**src/rtl/pixel_pkg.sv**
```systemverilog
// Shared constants for the scaler output stage.
// FIFO entry layout: {pixel data, eol, sof}.
package pixel_pkg;

   localparam int PIX_BYTE = 8;

   localparam int SOF_BIT  = 0;
   localparam int EOL_BIT  = 1;
   localparam int DATA_LSB = 2;

   function automatic int entry_width(input int channels);
      return PIX_BYTE * channels + DATA_LSB;
   endfunction

   function automatic int ctr_width(input int range_n);
      return (range_n > 1) ? $clog2(range_n) : 1;
   endfunction

endpackage

```
**src/rtl/pixel_stream_out_sync_fifo.sv**
```systemverilog
// First-word-fall-through FIFO; the head entry is visible whenever count != 0.
// A push into an empty FIFO becomes visible on the following cycle.
module sync_fifo #(
   parameter int WIDTH = 10,
   parameter int DEPTH = 4
) (
   input  logic                     clk,
   input  logic                     rst,
   input  logic                     push_i,
   input  logic [WIDTH-1:0]         wdata_i,
   input  logic                     pop_i,
   output logic [WIDTH-1:0]         rdata_o,
   output logic                     full_o,
   output logic                     empty_o,
   output logic [$clog2(DEPTH):0]   count_o
);

   localparam int AW = $clog2(DEPTH);
   localparam int CW = AW + 1;
   localparam logic [CW-1:0] CNT_FULL = CW'(DEPTH);

   logic [WIDTH-1:0] mem_q [DEPTH];
   logic [AW-1:0]    wptr_q, wptr_d;
   logic [AW-1:0]    rptr_q, rptr_d;
   logic [CW-1:0]    count_q, count_d;

   // DEPTH is a power of two, so pointer overflow is the modulo wrap.
   always_comb begin
      wptr_d  = wptr_q;
      rptr_d  = rptr_q;
      count_d = count_q;
      if (push_i) wptr_d = wptr_q + 1'b1;
      if (pop_i)  rptr_d = rptr_q + 1'b1;
      unique case ({push_i, pop_i})
         2'b10:   count_d = count_q + 1'b1;
         2'b01:   count_d = count_q - 1'b1;
         default: count_d = count_q;
      endcase
   end

   always_ff @(posedge clk) begin
      if (rst) begin
         wptr_q  <= '0;
         rptr_q  <= '0;
         count_q <= '0;
      end else begin
         wptr_q  <= wptr_d;
         rptr_q  <= rptr_d;
         count_q <= count_d;
      end
   end

   always_ff @(posedge clk) begin
      if (push_i) mem_q[wptr_q] <= wdata_i;
   end

   assign rdata_o = mem_q[rptr_q];
   assign full_o  = (count_q == CNT_FULL);
   assign empty_o = (count_q == '0);
   assign count_o = count_q;

endmodule

```
**src/rtl/pixel_stream_out.sv**
```systemverilog
// Scaler output stage: packs channel bytes into pixels, buffers them and
// streams one frame in raster order with sof/eol markers.
module pixel_stream_out
   import pixel_pkg::*;
#(
   parameter int W_out   = 4,
   parameter int H_out   = 4,
   parameter int CHANNEL = 1,
   parameter int DEPTH   = 4
) (
   input  logic                        clk,
   input  logic                        rst,
   input  logic                        in_valid,
   output logic                        in_ready,
   input  logic [PIX_BYTE-1:0]         in_data,
   output logic                        m_valid,
   input  logic                        m_ready,
   output logic [PIX_BYTE*CHANNEL-1:0] m_data,
   output logic                        m_sof,
   output logic                        m_eol,
   output logic                        frame_done
);

   localparam int EW   = entry_width(CHANNEL);
   localparam int DW   = PIX_BYTE * CHANNEL;
   localparam int CHW  = ctr_width(CHANNEL);
   localparam int XW   = ctr_width(W_out);
   localparam int YW   = ctr_width(H_out);
   localparam int NPIX = W_out * H_out;
   localparam int OW   = $clog2(NPIX + 1);

   localparam logic [CHW-1:0] CH_LAST = CHW'(CHANNEL - 1);
   localparam logic [XW-1:0]  X_LAST  = XW'(W_out - 1);
   localparam logic [YW-1:0]  Y_LAST  = YW'(H_out - 1);
   localparam logic [OW-1:0]  O_LAST  = OW'(NPIX - 1);

   logic [CHW-1:0] ch_q, ch_d;
   logic [XW-1:0]  x_q, x_d;
   logic [YW-1:0]  y_q, y_d;
   logic           closed_q, closed_d;
   logic [OW-1:0]  out_q, out_d;
   logic           done_q, done_d;

   logic [CHANNEL-1:0][PIX_BYTE-1:0] stage_q, stage_d;

   logic                   accept;
   logic                   push;
   logic                   pop;
   logic                   pix_sof;
   logic                   pix_eol;
   logic [EW-1:0]          fifo_wdata;
   logic [EW-1:0]          fifo_rdata;
   logic                   fifo_full;
   logic                   fifo_empty;
   logic [$clog2(DEPTH):0] fifo_count;

   assign in_ready = !rst && !fifo_full && !closed_q;
   assign accept   = in_valid && in_ready;
   assign push     = accept && (ch_q == CH_LAST);
   assign pop      = m_valid && m_ready;

   assign pix_sof = (x_q == '0) && (y_q == '0);
   assign pix_eol = (x_q == X_LAST);

   // The last byte goes straight into the pushed word, not via staging.
   always_comb begin
      stage_d = stage_q;
      if (accept) stage_d[ch_q] = in_data;
   end

   always_comb begin
      fifo_wdata = '0;
      fifo_wdata[EW-1:DATA_LSB] = stage_d;
      fifo_wdata[SOF_BIT]       = pix_sof;
      fifo_wdata[EOL_BIT]       = pix_eol;
   end

   always_comb begin
      ch_d     = ch_q;
      x_d      = x_q;
      y_d      = y_q;
      closed_d = closed_q;
      out_d    = out_q;
      done_d   = done_q;
      if (accept) begin
         ch_d = (ch_q == CH_LAST) ? '0 : ch_q + 1'b1;
      end
      if (push) begin
         if (x_q == X_LAST) begin
            x_d = '0;
            if (y_q == Y_LAST) closed_d = 1'b1;
            else               y_d = y_q + 1'b1;
         end else begin
            x_d = x_q + 1'b1;
         end
      end
      if (pop) begin
         out_d = out_q + 1'b1;
         if (out_q == O_LAST) done_d = 1'b1;
      end
   end

   always_ff @(posedge clk) begin
      if (rst) begin
         ch_q     <= '0;
         x_q      <= '0;
         y_q      <= '0;
         closed_q <= 1'b0;
         out_q    <= '0;
         done_q   <= 1'b0;
         stage_q  <= '0;
      end else begin
         ch_q     <= ch_d;
         x_q      <= x_d;
         y_q      <= y_d;
         closed_q <= closed_d;
         out_q    <= out_d;
         done_q   <= done_d;
         stage_q  <= stage_d;
      end
   end

   sync_fifo #(
      .WIDTH (EW),
      .DEPTH (DEPTH)
   ) u_fifo (
      .clk     (clk),
      .rst     (rst),
      .push_i  (push),
      .wdata_i (fifo_wdata),
      .pop_i   (pop),
      .rdata_o (fifo_rdata),
      .full_o  (fifo_full),
      .empty_o (fifo_empty),
      .count_o (fifo_count)
   );

   assign m_valid    = (fifo_count != '0) && !done_q;
   assign m_data     = m_valid ? fifo_rdata[EW-1:DATA_LSB] : DW'(0);
   assign m_sof      = m_valid && fifo_rdata[SOF_BIT];
   assign m_eol      = m_valid && fifo_rdata[EOL_BIT];
   assign frame_done = done_q;

   a_empty_count: assert property (@(posedge clk) disable iff (rst)
      fifo_empty == (fifo_count == '0));

   a_no_overflow: assert property (@(posedge clk) disable iff (rst)
      !(push && fifo_full));

endmodule

```
**config.mk**
```make
export PLATFORM = sky130hd
export DESIGN_NAME = pixel_stream_out
export DESIGN_NICKNAME = d
export VERILOG_FILES = /design/src/rtl/pixel_pkg.sv /design/src/rtl/pixel_stream_out_sync_fifo.sv /design/src/rtl/pixel_stream_out.sv
export SDC_FILE = /design/constraint.sdc
export NUM_CORES = 1
export LEC_CHECK = 0
export ABC_AREA = 1
export CAP_MARGIN = 20
export CELL_PAD_IN_SITES_DETAIL_PLACEMENT = 2
export CELL_PAD_IN_SITES_GLOBAL_PLACEMENT = 2
export CORE_MARGIN = 2
export CORE_UTILIZATION = 30
export DETAILED_ROUTE_END_ITERATION = 12
export GPL_TIMING_DRIVEN = 0
export PLACE_DENSITY = 0.67
export SLEW_MARGIN = 40
export SYNTH_ARGS = -nofsm -noshare
export SYNTH_HDL_FRONTEND = slang
export SYNTH_SLANG_ARGS = --single-unit
```
**constraint.sdc**
```tcl
create_clock -name clk -period 1.9 [get_ports clk]
set_input_delay 0.475 -clock clk [delete_from_list [all_inputs] [get_ports clk]]
set_output_delay 0.475 -clock clk [all_outputs]
set_load 0.01 [all_outputs]
```
# After elaboration in Yosys (flattened, before gate mapping)
# Memory sizes are Yosys's and may differ from the RTL's. A register that Yosys moved wholly into a read port is not among the register bits.
# Cells that the tools add are included.
[op_classes]
mul = 0
div = 0
n_reduce_logical = 21
bitwise_logic = 2
eq_ne = 6
shifts = 0
addsub = 8
magnitude_cmp = 2
mux = 11
[op_table]
columns = ["cell", "count"]
rows = [
  ["$mux 8", 3],
  ["$logic_and 1x1->1", 10],
  ["$add 2x1->2 const B", 4],
  ["$bwmux 8", 1],
  ["$eq 2x2->1 const B", 3],
  ["$mux 2", 3],
  ["$pmux 3 s2", 1],
  ["$reduce_and 3->1", 2],
  ["$add 5x1->5 const B", 1],
  ["$eq 5x4->1 const B", 1],
  ["$logic_not 1->1", 4],
  ["$logic_not 2->1", 2],
  ["$add 3x1->3 const B", 1],
  ["$eq 3x3->1 const B", 1],
  ["$mux 1", 3],
  ["$reduce_bool 3->1", 1],
  ["$sub 3x1->3 const B", 1],
  ["$eq 2x1->1 const B", 1],
  ["$not 1->1", 2],
  ["$reduce_and 2->1", 1],
  ["$reduce_bool 2->1", 1],
  ["$add 1x1->1 const B", 1],
  ["$ge 1x1->1 const B", 1],
  ["$lt 1x1->1 const B", 1],
]
[totals]
elab_cells = 61
ramBits = 40
inputBits = 12
latch_bits = 0
n_memories = 1
regBits = 27
rom_bits = 0
out_inout_bits = 13
[mem_list]
columns = ["memory", "depth", "width", "read_ports", "rd_ports_with_merged_regs", "write_ports", "line_no", "source"]
rows = [
  ["u_fifo.mem_q", 4, 10, 1, 1, 1, "pixel_stream_out_sync_fifo.sv:22", "logic [WIDTH-1:0] mem_q [DEPTH];"],
]

# Depth between registers and ports, before layout
# Gate-level depths: netlist of the first run.
[logic_depth]
depth_word = 8
ltp_mapped = 10
ltp_nobuf = 10

# Cells and area by module
# A second synthesis of the first run with hierarchy kept.
[unflattened]
cells_unflattened = 311
hier_area_um2 = 3054.2
[by_module_without_submodules]
columns = ["mod", "n_inst", "seq_area_each_um2", "cells_per_inst", "area_each_um2"]
rows = [
  ["sync_fifo", 1, 1381.3, 155, 1939.4],
  ["pixel_stream_out", 1, 380.4, 156, 1114.8],
]

# Worst setup path after synthesis of the first run
# Ideal clock, no wire load.
[synth_path]
path_kind = "input port to flip-flop"
start = "in rst"
end = "reg u_fifo.count_q[2] (netlist: u_fifo.count_o[2])"
setup_slack_ns = -0.137
t_required_ns = 1.778
cell_stages = 10
setup_time_ns = 0.122
t_arrival_ns = 1.915
path_buffers = 2
path_cell_list = "buf_6 nor2_4 nand3_2 buf_2 ha_1 fa_1 a21oi_1 o21ai_0 o21ai_0 a21oi_1"
[synth_between]
elab_chain_len = 7
word_cells_on_any_way = 9
classes_between = "eq/ne: 2; mux: 1; reduce/logical: 6"
[synth_lines]
columns = ["item", "line_no", "source"]
rows = [
  ["from (decl)", "pixel_stream_out.sv:12", "input logic rst,"],
  ["$logic_not 1->1", "pixel_stream_out.sv:57", "assign in_ready = !rst && !fifo_full && !closed_q;"],
  ["$logic_and 1x1->1 (2 in series)", "pixel_stream_out.sv:57", ""],
  ["$logic_and 1x1->1", "pixel_stream_out.sv:58", "assign accept = in_valid && in_ready;"],
  ["$logic_and 1x1->1", "pixel_stream_out.sv:59", "assign push = accept && (ch_q == CH_LAST);"],
  ["$eq 2x1->1 / $eq 2x2->1 (equally long branches)", "pixel_stream_out_sync_fifo.sv:34", "unique case ({push_i, pop_i})"],
  ["$pmux 3 s2 / $reduce_bool 2->1 (equally long branches)", "-", ""],
  ["to (signal assigned)", "pixel_stream_out_sync_fifo.sv:49", "count_q <= count_d;"],
  ["to (decl)", "pixel_stream_out_sync_fifo.sv:25", "logic [CW-1:0] count_q, count_d;"],
]
# Parallel ways exist; a longest one is shown, timed or not.
# A chain may end at the register's enable or synchronous reset.

==> results of run 1 <==
==> cell type report <==
type	instances	area, um^2	share of cell area
buffer	12	139	0.0365
clock buffer	9	124	0.0326
clock inverter	7	76.3	0.0201
inverter	41	161	0.0425
multi-input combinational	176	1010	0.266
sequential	68	1780	0.467
tap	129	161	0.0425
timing repair buffer	43	353	0.0929
==> metal layers <==
metal | share of wire | track usage | vias to the layer above
met5 | 0 | 0 | -
met4 | 0.010 | 0.0523 | 0
met3 | 0.025 | 0.0260 | 7
met2 | 0.52 | 0.268 | 31
met1 | 0.44 | 0.185 | 1038
li1 | - | - | 1072
==> cell usage in the layout (no fill, tap or decap), types with 2 or more instances in the layout <==
cell             instances
a21oi_1                 14
a21oi_2                  9
buf_2                   10
buf_4                   15
buf_6                   10
buf_8                    3
clkbuf_8                12
clkdlybuf4s50_1         10
clkinv_4                 3
clkinvlp_4               2
dfxtp_1                 23
dfxtp_2                  2
dfxtp_4                  3
edfxtp_1                40
ha_1                    10
inv_1                   37
inv_2                    2
nand2_1                 22
nand2_4                  2
nand3_1                  3
nor2_1                  55
nor2_2                  11
nor2_4                   3
o21ai_0                 15
o21ai_1                 22
xor2_1                   4
==> cell families (layout without fill, tap and decap cells) <==
logic type      count (synthesis)  after routing  share of synthesized area
compound gates                 60             60                      0.104
xor+xnor                        4              4                     0.0121
fa+ha+maj                      12             12                     0.0545
buf+inv                        53            112                     0.0782
flops                          68             68                      0.609
simple gates                  100            100                      0.143
==> power by group <==
part / switching, uW / internal, uW / total [uW]
Sequential: 99.9 / 1760 / 1860
Combinational: 1100 / 959 / 2060
Clock: 588 / 612 / 1200
==> worst max-delay path by stage <==
stage,slack (ns),startpoint,endpoint
after global routing,-0.11,flop,m_eol
after detailed placement,-0.60,m_ready,u_fifo.count_o[1]
after CTS,-0.14,m_ready,u_fifo.count_o[1]
final,-0.02,flop,m_data[3]
after global placement,-0.56,m_ready,u_fifo.count_o[1]
after floorplan,0.001,rst,u_fifo.count_o[2]
==> through the flow <==
step	total power, uW	std cells
6_report	5120	485
5_1_grt	5490	485
4_1_cts	5050	477
3_3_place_gp	3330	449
2_1_floorplan	2700	297
3_5_place_dp	3400	449
==> sequential cells by signal, indices dropped and copies added (netlist names), named ones only <==
name / count
closed_q: 1
frame_done: 1
out_q: 5
stage_q: 8
u_fifo.count_o: 3
u_fifo.mem_q: 40
u_fifo.rptr_q: 2
u_fifo.wptr_q: 2
x_q: 2
y_q: 2
==> repair_timing <==
action                     4_1_cts  5_1_grt
buffers inserted                12        9
resized for setup               99       24
setup endpoints to repair       14       13
hold buffers                     0        0
pin swaps                        9       19
hold endpoints to repair         0        0
==> results.json, run 1 <==
{
  "outcome": "finished with violations",
  "violations": "setup timing",
  "area_growth_pct": 31.3,
  "vdd_drop_max_uv": 412,
  "leakagePower_uw": 0.00151,
  "slew_violations": 0,
  "clkTransAtPathRegs_ns": 0.08,
  "clock_skew_ns": 0.00816,
  "synth_area_leader_cell": "edfxtp_1",
  "fmax_ghz": 0.520,
  "cpMaxStageDelayCell": "dfxtp_4",
  "synth_commonest_cells": "68 x nor2_1, 40 x edfxtp_1, 40 x inv_1",
  "drive_above_1_share": 0.272,
  "die-area_um2": 10400,
  "synth_area_leaders": "edfxtp_1 42%, dfxtp_1 19%, nor2_1 8.8%",
  "dp_slack_ns": -0.595,
  "tightest_slew_ns": 0.631,
  "synthesis.nets": 321,
  "syn_area_um2": 2890,
  "hp-start": "rst",
  "r2r-start": "u_fifo.count_o[0]",
  "clk-insertion-delay-late_ns": 0.34,
  "io_buffer_count": 23,
  "placed_area_um2": 3310,
  "power_density_nw_per_um2": 1350,
  "setup_viol": 1,
  "grt.total_usage": 0.151,
  "antenna_found_initial": 0,
  "worst_r2r_endpoint": "u_fifo.count_o[2]",
  "coreArea_um2": 9280,
  "place_hpwl_mm": 4.88,
  "die_w_um": 102,
  "grt_pass1_vias": 2359,
  "ant_nets": 0,
  "crit_buf_inv": 3,
  "rsz0062_at_grt": "true",
  "cts_buffers": 9,
  "r2r_slack_ns": 0.04,
  "ys_warn_count": 0,
  "grt_overflow_total": 0,
  "wl_mm": 7.27,
  "synth-seq-area-share": 0.609,
  "crit_arrival_ns": 1.45,
  "min_period_over_period": 1.01,
  "cp-end-kind": "output port",
  "first_iter_violations": 46,
  "hold_path_end": "out_q[1]",
  "cts_buffer_depth": 2,
  "synth_edf_count": 40,
  "ys_types": 21,
  "routedWlPerCell_um": 15.0,
  "die_h_um": 102,
  "place_congestion": 0.714,
  "setup_ws_ns": -0.0249,
  "max_slew_margin": 0.579,
  "fillers": 991,
  "holdPathStages": 2,
  "synth_top_area_share": 0.415,
  "worstRegToRegCells": 10,
  "final_area_um2": 3800,
  "setup_tns_ns": -0.0249,
  "initial_core_util": 0.312,
  "postSynth.asyncResetShare": 0,
  "ioPinCount": 25,
  "drc": 0,
  "cts.sinks": 68,
  "cts_tree": "yes",
  "cp.required_ns": 1.42,
  "vias": 2148,
  "synthCells": 297,
  "firstDrtPassIters": 4,
  "drv_cap": 0,
  "fin_util": 0.409,
  "synth.avg_cell_area_um2": 9.74,
  "cp_max_fo": 6,
  "cts-root-buf": "clkbuf_8",
  "synth_most_common_cell": "nor2_1",
  "hold_violations": 0,
  "std_cell_rows": 35,
  "vias_per_cell": 4.43,
  "num_antenna_cells": 0,
  "grt_max_degree": 14,
  "nets": 375,
  "cpLargestDelayFamily": "flip-flops",
  "grt_pass1_wl_mm": 11.7,
  "critPathLaunchType": "flop",
  "critPathKind": "reg2out",
  "fin_crit_ns": 1.92,
  "crit_chain": "buf_8 > buf_6 > nor2_2 > nor2_1 > o21ai_1 > a21oi_2 > buf_2",
  "hold_path.class": "in2reg",
  "critical_path_cell_count": 7,
  "htree_levels": 3,
  "synth_flop_cell": "edfxtp_1",
  "slowest_delay_ns": 0.38,
  "whs_ns": 0.344,
  "yosys_register_bits": 68
}
Note: power is estimated with default switching activity, not from simulation.
==> inputs of run 2 (changes only) <==
--- a/config.mk
+++ b/config.mk
@@ -13,7 +13,7 @@
 export CORE_UTILIZATION = 30
 export DETAILED_ROUTE_END_ITERATION = 12
 export GPL_TIMING_DRIVEN = 0
-export PLACE_DENSITY = 0.67
+export PLACE_DENSITY = 0.65
 export SLEW_MARGIN = 40
 export SYNTH_ARGS = -nofsm -noshare
 export SYNTH_HDL_FRONTEND = slang
==> constraint.sdc (replaced) <==
create_clock -name clk -period 2.2 [get_ports clk]
set_input_delay 0.55 -clock clk [delete_from_list [all_inputs] [get_ports clk]]
set_output_delay 0.55 -clock clk [all_outputs]
set_load 0.005 [all_outputs]
==> results.json, run 2 (synthesized netlist as in run 1, its figures left out) <==
{
  "outcome": "finished, final reports clean",
  "layout_common_cells": "63 x nor2_1, 40 x edfxtp_1, 38 x inv_1",
  "clkPwrFrac": 0.272,
  "fmax_ghz": 0.481,
  "slew_violations": 0,
  "intPower_uw": 2800,
  "regMostFlops": "u_fifo.mem_q",
  "cpMaxStageDelayCell": "clkdlybuf4s50_1",
  "crit_buf_inv": 2,
  "power_frac_comb": 0.348,
  "setup_viol": 0,
  "clock_skew_ns": 0.00805,
  "slowest_delay_ns": 0.48,
  "grt_max_degree": 13,
  "critPathLaunchType": "input port",
  "clk-insertion-delay-late_ns": 0.35,
  "cts-root-buf": "clkbuf_8",
  "power_density_nw_per_um2": 1150,
  "die_h_um": 102,
  "num_antenna_cells": 0,
  "grt_pass1_wl_mm": 11.8,
  "cp_max_fo": 10,
  "ant_nets": 0,
  "cp-end-kind": "flop",
  "cts_tree": "yes",
  "cpLargestDelayFamily": "buffers and inverters",
  "place_hpwl_mm": 4.91,
  "wl_mm": 7.18,
  "setup_tns_ns": 0,
  "io_buffer_count": 23,
  "min_period_over_period": 0.945,
  "dp_slack_ns": -0.412,
  "vias": 2134,
  "grt.total_usage": 0.155,
  "pwr-share-seq": 0.379,
  "reg_top3": "u_fifo.mem_q: 40 flops, stage_q: 8 flops, out_q: 5 flops",
  "die-area_um2": 10400,
  "vias_per_cell": 4.52,
  "hold_path.class": "in2reg",
  "setup_ws_ns": 0.120,
  "firstDrtPassIters": 4,
  "cp.required_ns": 2.44,
  "leakagePower_uw": 0.00147,
  "hold_violations": 0,
  "die_w_um": 102,
  "crit_top_cell": "a21oi_1",
  "drive_above_1_share": 0.181,
  "drc": 0,
  "htree_levels": 3,
  "final_common_cell": "nor2_1",
  "rsz0062_at_grt": "false",
  "antenna_found_initial": 0,
  "initial_core_util": 0.312,
  "fin_crit_ns": 2.08,
  "crit_chain": "clkdlybuf4s50_1 > nand3_2 > buf_6 > ha_2 > fa_1 > a21oi_1 > o21ai_0 > o21ai_1 > a21oi_1",
  "swShare": 0.328,
  "critPathKind": "in2reg",
  "grt_pass1_vias": 2351,
  "coreArea_um2": 9280,
  "power.net_switching_uw": 1370,
  "clkTransAtPathRegs_ns": 0.08,
  "first_iter_violations": 59,
  "grt_overflow_total": 0,
  "routedWlPerCell_um": 15.2,
  "max_slew_margin": 0.563,
  "cts_buffer_depth": 2,
  "cts.sinks": 68,
  "tightest_slew_ns": 0.655,
  "fillers": 1039,
  "largest_reg_flops": 40,
  "place_congestion": 0.690,
  "whs_ns": 0.434,
  "nets": 362,
  "ioPinCount": 25,
  "vdd_drop_max_uv": 454,
  "crit_arrival_ns": 2.32,
  "cts_buffers": 9,
  "area_growth_pct": 25.6,
  "place_inst": 449,
  "std_cell_rows": 35,
  "fin_cells": 472,
  "drv_cap": 0
}
[run 2: what timing repair did]
| item | in CTS | in global routing |
|---|---|---|
| setup endpoints to repair | 13 | 13 |
| hold buffers | 0 | 0 |
| setup buffers | 7 | 0 |
| pin swaps | 2 | 3 |
| resized for setup | 39 | 28 |
[run 2: final cells by class]
class                           instances  area (um^2)  area share
Sequential cell                        68         1770       0.487
Clock inverter                          6         88.8      0.0244
Multi-Input combinational cell        176          941       0.259
Buffer                                 12          139      0.0382
Clock buffer                           10          128      0.0351
Inverter                               41          159      0.0437
Tap cell                              129          161      0.0444
Timing Repair Buffer                   30          250      0.0688
[run 2: metrics by stage]
step	cell area [um^2]	utilization	power, uW
final	3640	0.392	4170
after global placement	3290	0.354	2820
after floorplan	2890	-	2260
after CTS	3640	0.392	4260
after global routing	3640	0.392	4470
after detailed placement	3300	0.355	2880
[run 2: power by group through the flow]
stage	registers [uW]	logic (uW)	clock network, uW
floorplan	1580	675	0
global placement	1600	1220	0
detailed placement	1610	1280	0
CTS	1590	1500	1180
global route	1600	1650	1220
finish	1580	1450	1140
[run 2: final timing paths]
| kind | startpoint | end | slack, ns | cells past startpoint |
|---|---|---|---|---|
| setup / recovery | in_valid | u_fifo.count_o[2] | 0.12 | 9 |
| hold / removal | rst | out_q[1] | 0.43 | 2 |
| setup reg to reg | u_fifo.count_o[0] | u_fifo.count_o[2] | 0.19 | 11 |
| hold reg to reg | out_q[2] | out_q[2] | 0.48 | 2 |
[run 2: routing by layer]
metal / vias up / part of all wire / global-route usage
met2: 30 / 0.49 / 0.265
met4: 0 / 0.020 / 0.0605
met1: 1048 / 0.46 / 0.191
met5: - / 0 / 0
li1: 1043 / - / -
met3: 13 / 0.028 / 0.0349
==> inputs of run 3 (changes only) <==
--- a/config.mk
+++ b/config.mk
@@ -9,7 +9,7 @@
 export CAP_MARGIN = 20
 export CELL_PAD_IN_SITES_DETAIL_PLACEMENT = 2
 export CELL_PAD_IN_SITES_GLOBAL_PLACEMENT = 2
-export CORE_MARGIN = 2
+export CORE_MARGIN = 10
 export CORE_UTILIZATION = 30
 export DETAILED_ROUTE_END_ITERATION = 12
 export GPL_TIMING_DRIVEN = 0
==> results.json, run 3 (synthesized netlist as in run 1, its figures left out) <==
{
  "cts-root-buf": "clkbuf_8",
  "layout_common_cells": "63 x nor2_1, 40 x edfxtp_1, 39 x inv_1",
  "firstDrtPassIters": 3,
  "crit_arrival_ns": 2.39,
  "largest_reg_flops": 40,
  "hold_path_end": "out_q[1]",
  "antenna_found_initial": 0,
  "seq_area_um2": 1770,
  "max_slew_margin": 0.582,
  "vdd_drop_max_uv": 419,
  "hold_path.class": "in2reg",
  "r2r-start": "u_fifo.count_o[0]",
  "leakagePower_uw": 0.00143,
  "grt_pass1_wl_mm": 11.6,
  "fmax_ghz": 0.463,
  "reg_top3": "u_fifo.mem_q: 40 flops, stage_q: 8 flops, out_q: 5 flops",
  "regMostFlops": "u_fifo.mem_q",
  "critPathKind": "in2reg",
  "cp.required_ns": 2.43,
  "drive_above_1_share": 0.162,
  "wl_mm": 7.19,
  "vias": 2086,
  "hold_violations": 0,
  "coreArea_um2": 9330,
  "critPathLaunchType": "input port",
  "multi_input_area_um2": 945,
  "final_area_um2": 3610,
  "grt_pass1_vias": 2285,
  "postCtsHoldBufs": 0,
  "htree_levels": 3,
  "area_growth_pct": 24.7,
  "min_period_over_period": 0.981,
  "clk-insertion-delay-late_ns": 0.35,
  "holdPathStages": 2,
  "drc": 0,
  "fin_crit_ns": 2.16,
  "clock_skew_ns": 0.00702,
  "num_antenna_cells": 0,
  "grt.total_usage": 0.105,
  "place_congestion": 0.714,
  "ant_nets": 0,
  "placed_area_um2": 3300,
  "cts_buffers": 9,
  "drv_cap": 0,
  "cp_max_fo": 10,
  "vias_per_cell": 4.40,
  "cts.sinks": 68,
  "outcome": "finished, final reports clean",
  "place_hpwl_mm": 5.04,
  "total_power_uw": 3950,
  "slew_violations": 0,
  "hp-start": "rst",
  "nets": 364,
  "setup_viol": 0,
  "std_cell_rows": 35,
  "critPathLaunch": "in_valid",
  "cp-end-kind": "flop",
  "worstRegToRegCells": 11,
  "ioPinCount": 25,
  "r2r_slack_ns": 0.12,
  "power_density_nw_per_um2": 1090,
  "die-area_um2": 14000,
  "rsz0062_at_grt": "true",
  "fillers": 1034,
  "clkTransAtPathRegs_ns": 0.08,
  "routedWlPerCell_um": 15.2,
  "first_iter_violations": 55,
  "initial_core_util": 0.310,
  "cts_tree": "yes",
  "tightest_slew_ns": 0.626,
  "die_h_um": 118,
  "worst_r2r_endpoint": "u_fifo.count_o[2]",
  "grt_overflow_total": 0,
  "cts_buffer_depth": 2,
  "die_w_um": 118,
  "io_buffer_count": 23,
  "grt_max_degree": 14,
  "final_common_cell": "nor2_1"
}
run 3: worst max path at each step:
| stage | endpoint | cells past startpoint |
|---|---|---|
| floorplan | u_fifo.count_o[2] | 10 |
| global placement | u_fifo.mem_q[3][5] | 4 |
| detailed placement | u_fifo.count_o[2] | 9 |
| CTS | in_ready | 6 |
| global route | u_fifo.count_o[2] | 9 |
| finish | u_fifo.count_o[2] | 9 |
run 3: metrics by stage:
| stage | TNS (ns) | hold WS (ns) | util | std cells | setup slack (ns) |
|---|---|---|---|---|---|
| 5_1_grt | -0.0915 | 0.405 | 0.387 | 474 | -0.0594 |
| 3_3_place_gp | -14.69 | 0.456 | 0.352 | 449 | -0.375 |
| 3_5_place_dp | -3.68 | 0.469 | 0.353 | 449 | -0.421 |
| 4_1_cts | 0 | 0.405 | 0.384 | 472 | 0.00650 |
| 2_1_floorplan | 0 | 0.437 | - | 297 | 0.0881 |
| 6_report | 0 | 0.415 | 0.387 | 474 | 0.0422 |
run 3: what timing repair did:
item	4_1_cts	5_1_grt
endpoints found under the setup margin	13	12
pin swaps	3	1
gates cloned	0	0
gates resized for setup	37	14
buffers inserted	7	2
run 3: area by class of cell:
type,instances,share of cell area
Buffer,12,0.0340
Tap cell,129,0.0447
Multi-Input combinational cell,176,0.262
Clock buffer,9,0.0343
Clock inverter,7,0.0146
Timing Repair Buffer,32,0.0770
Sequential cell,68,0.490
Inverter,41,0.0440
run 3: where the power goes:
part | switching [uW] | internal (uW)
sequential | 79.0 | 1510
clock | 501 | 411
combinational | 787 | 664
total | 1370 | 2580
run 3: routing by layer:
layer	share of wire	track usage
met1	0.44	0.114
met2	0.51	0.185
met4	0.014	0.0371
met3	0.039	0.0390
met5	0	0
run 3: critical path, stage by stage:
cell             delay [ns]
clkdlybuf4s50_1        0.47
nand3_2                0.13
buf_6                  0.18
ha_1                   0.22
fa_1                   0.39
a21oi_1                0.13
o21ai_0                0.12
o21ai_1                0.14
a21oi_1                0.05
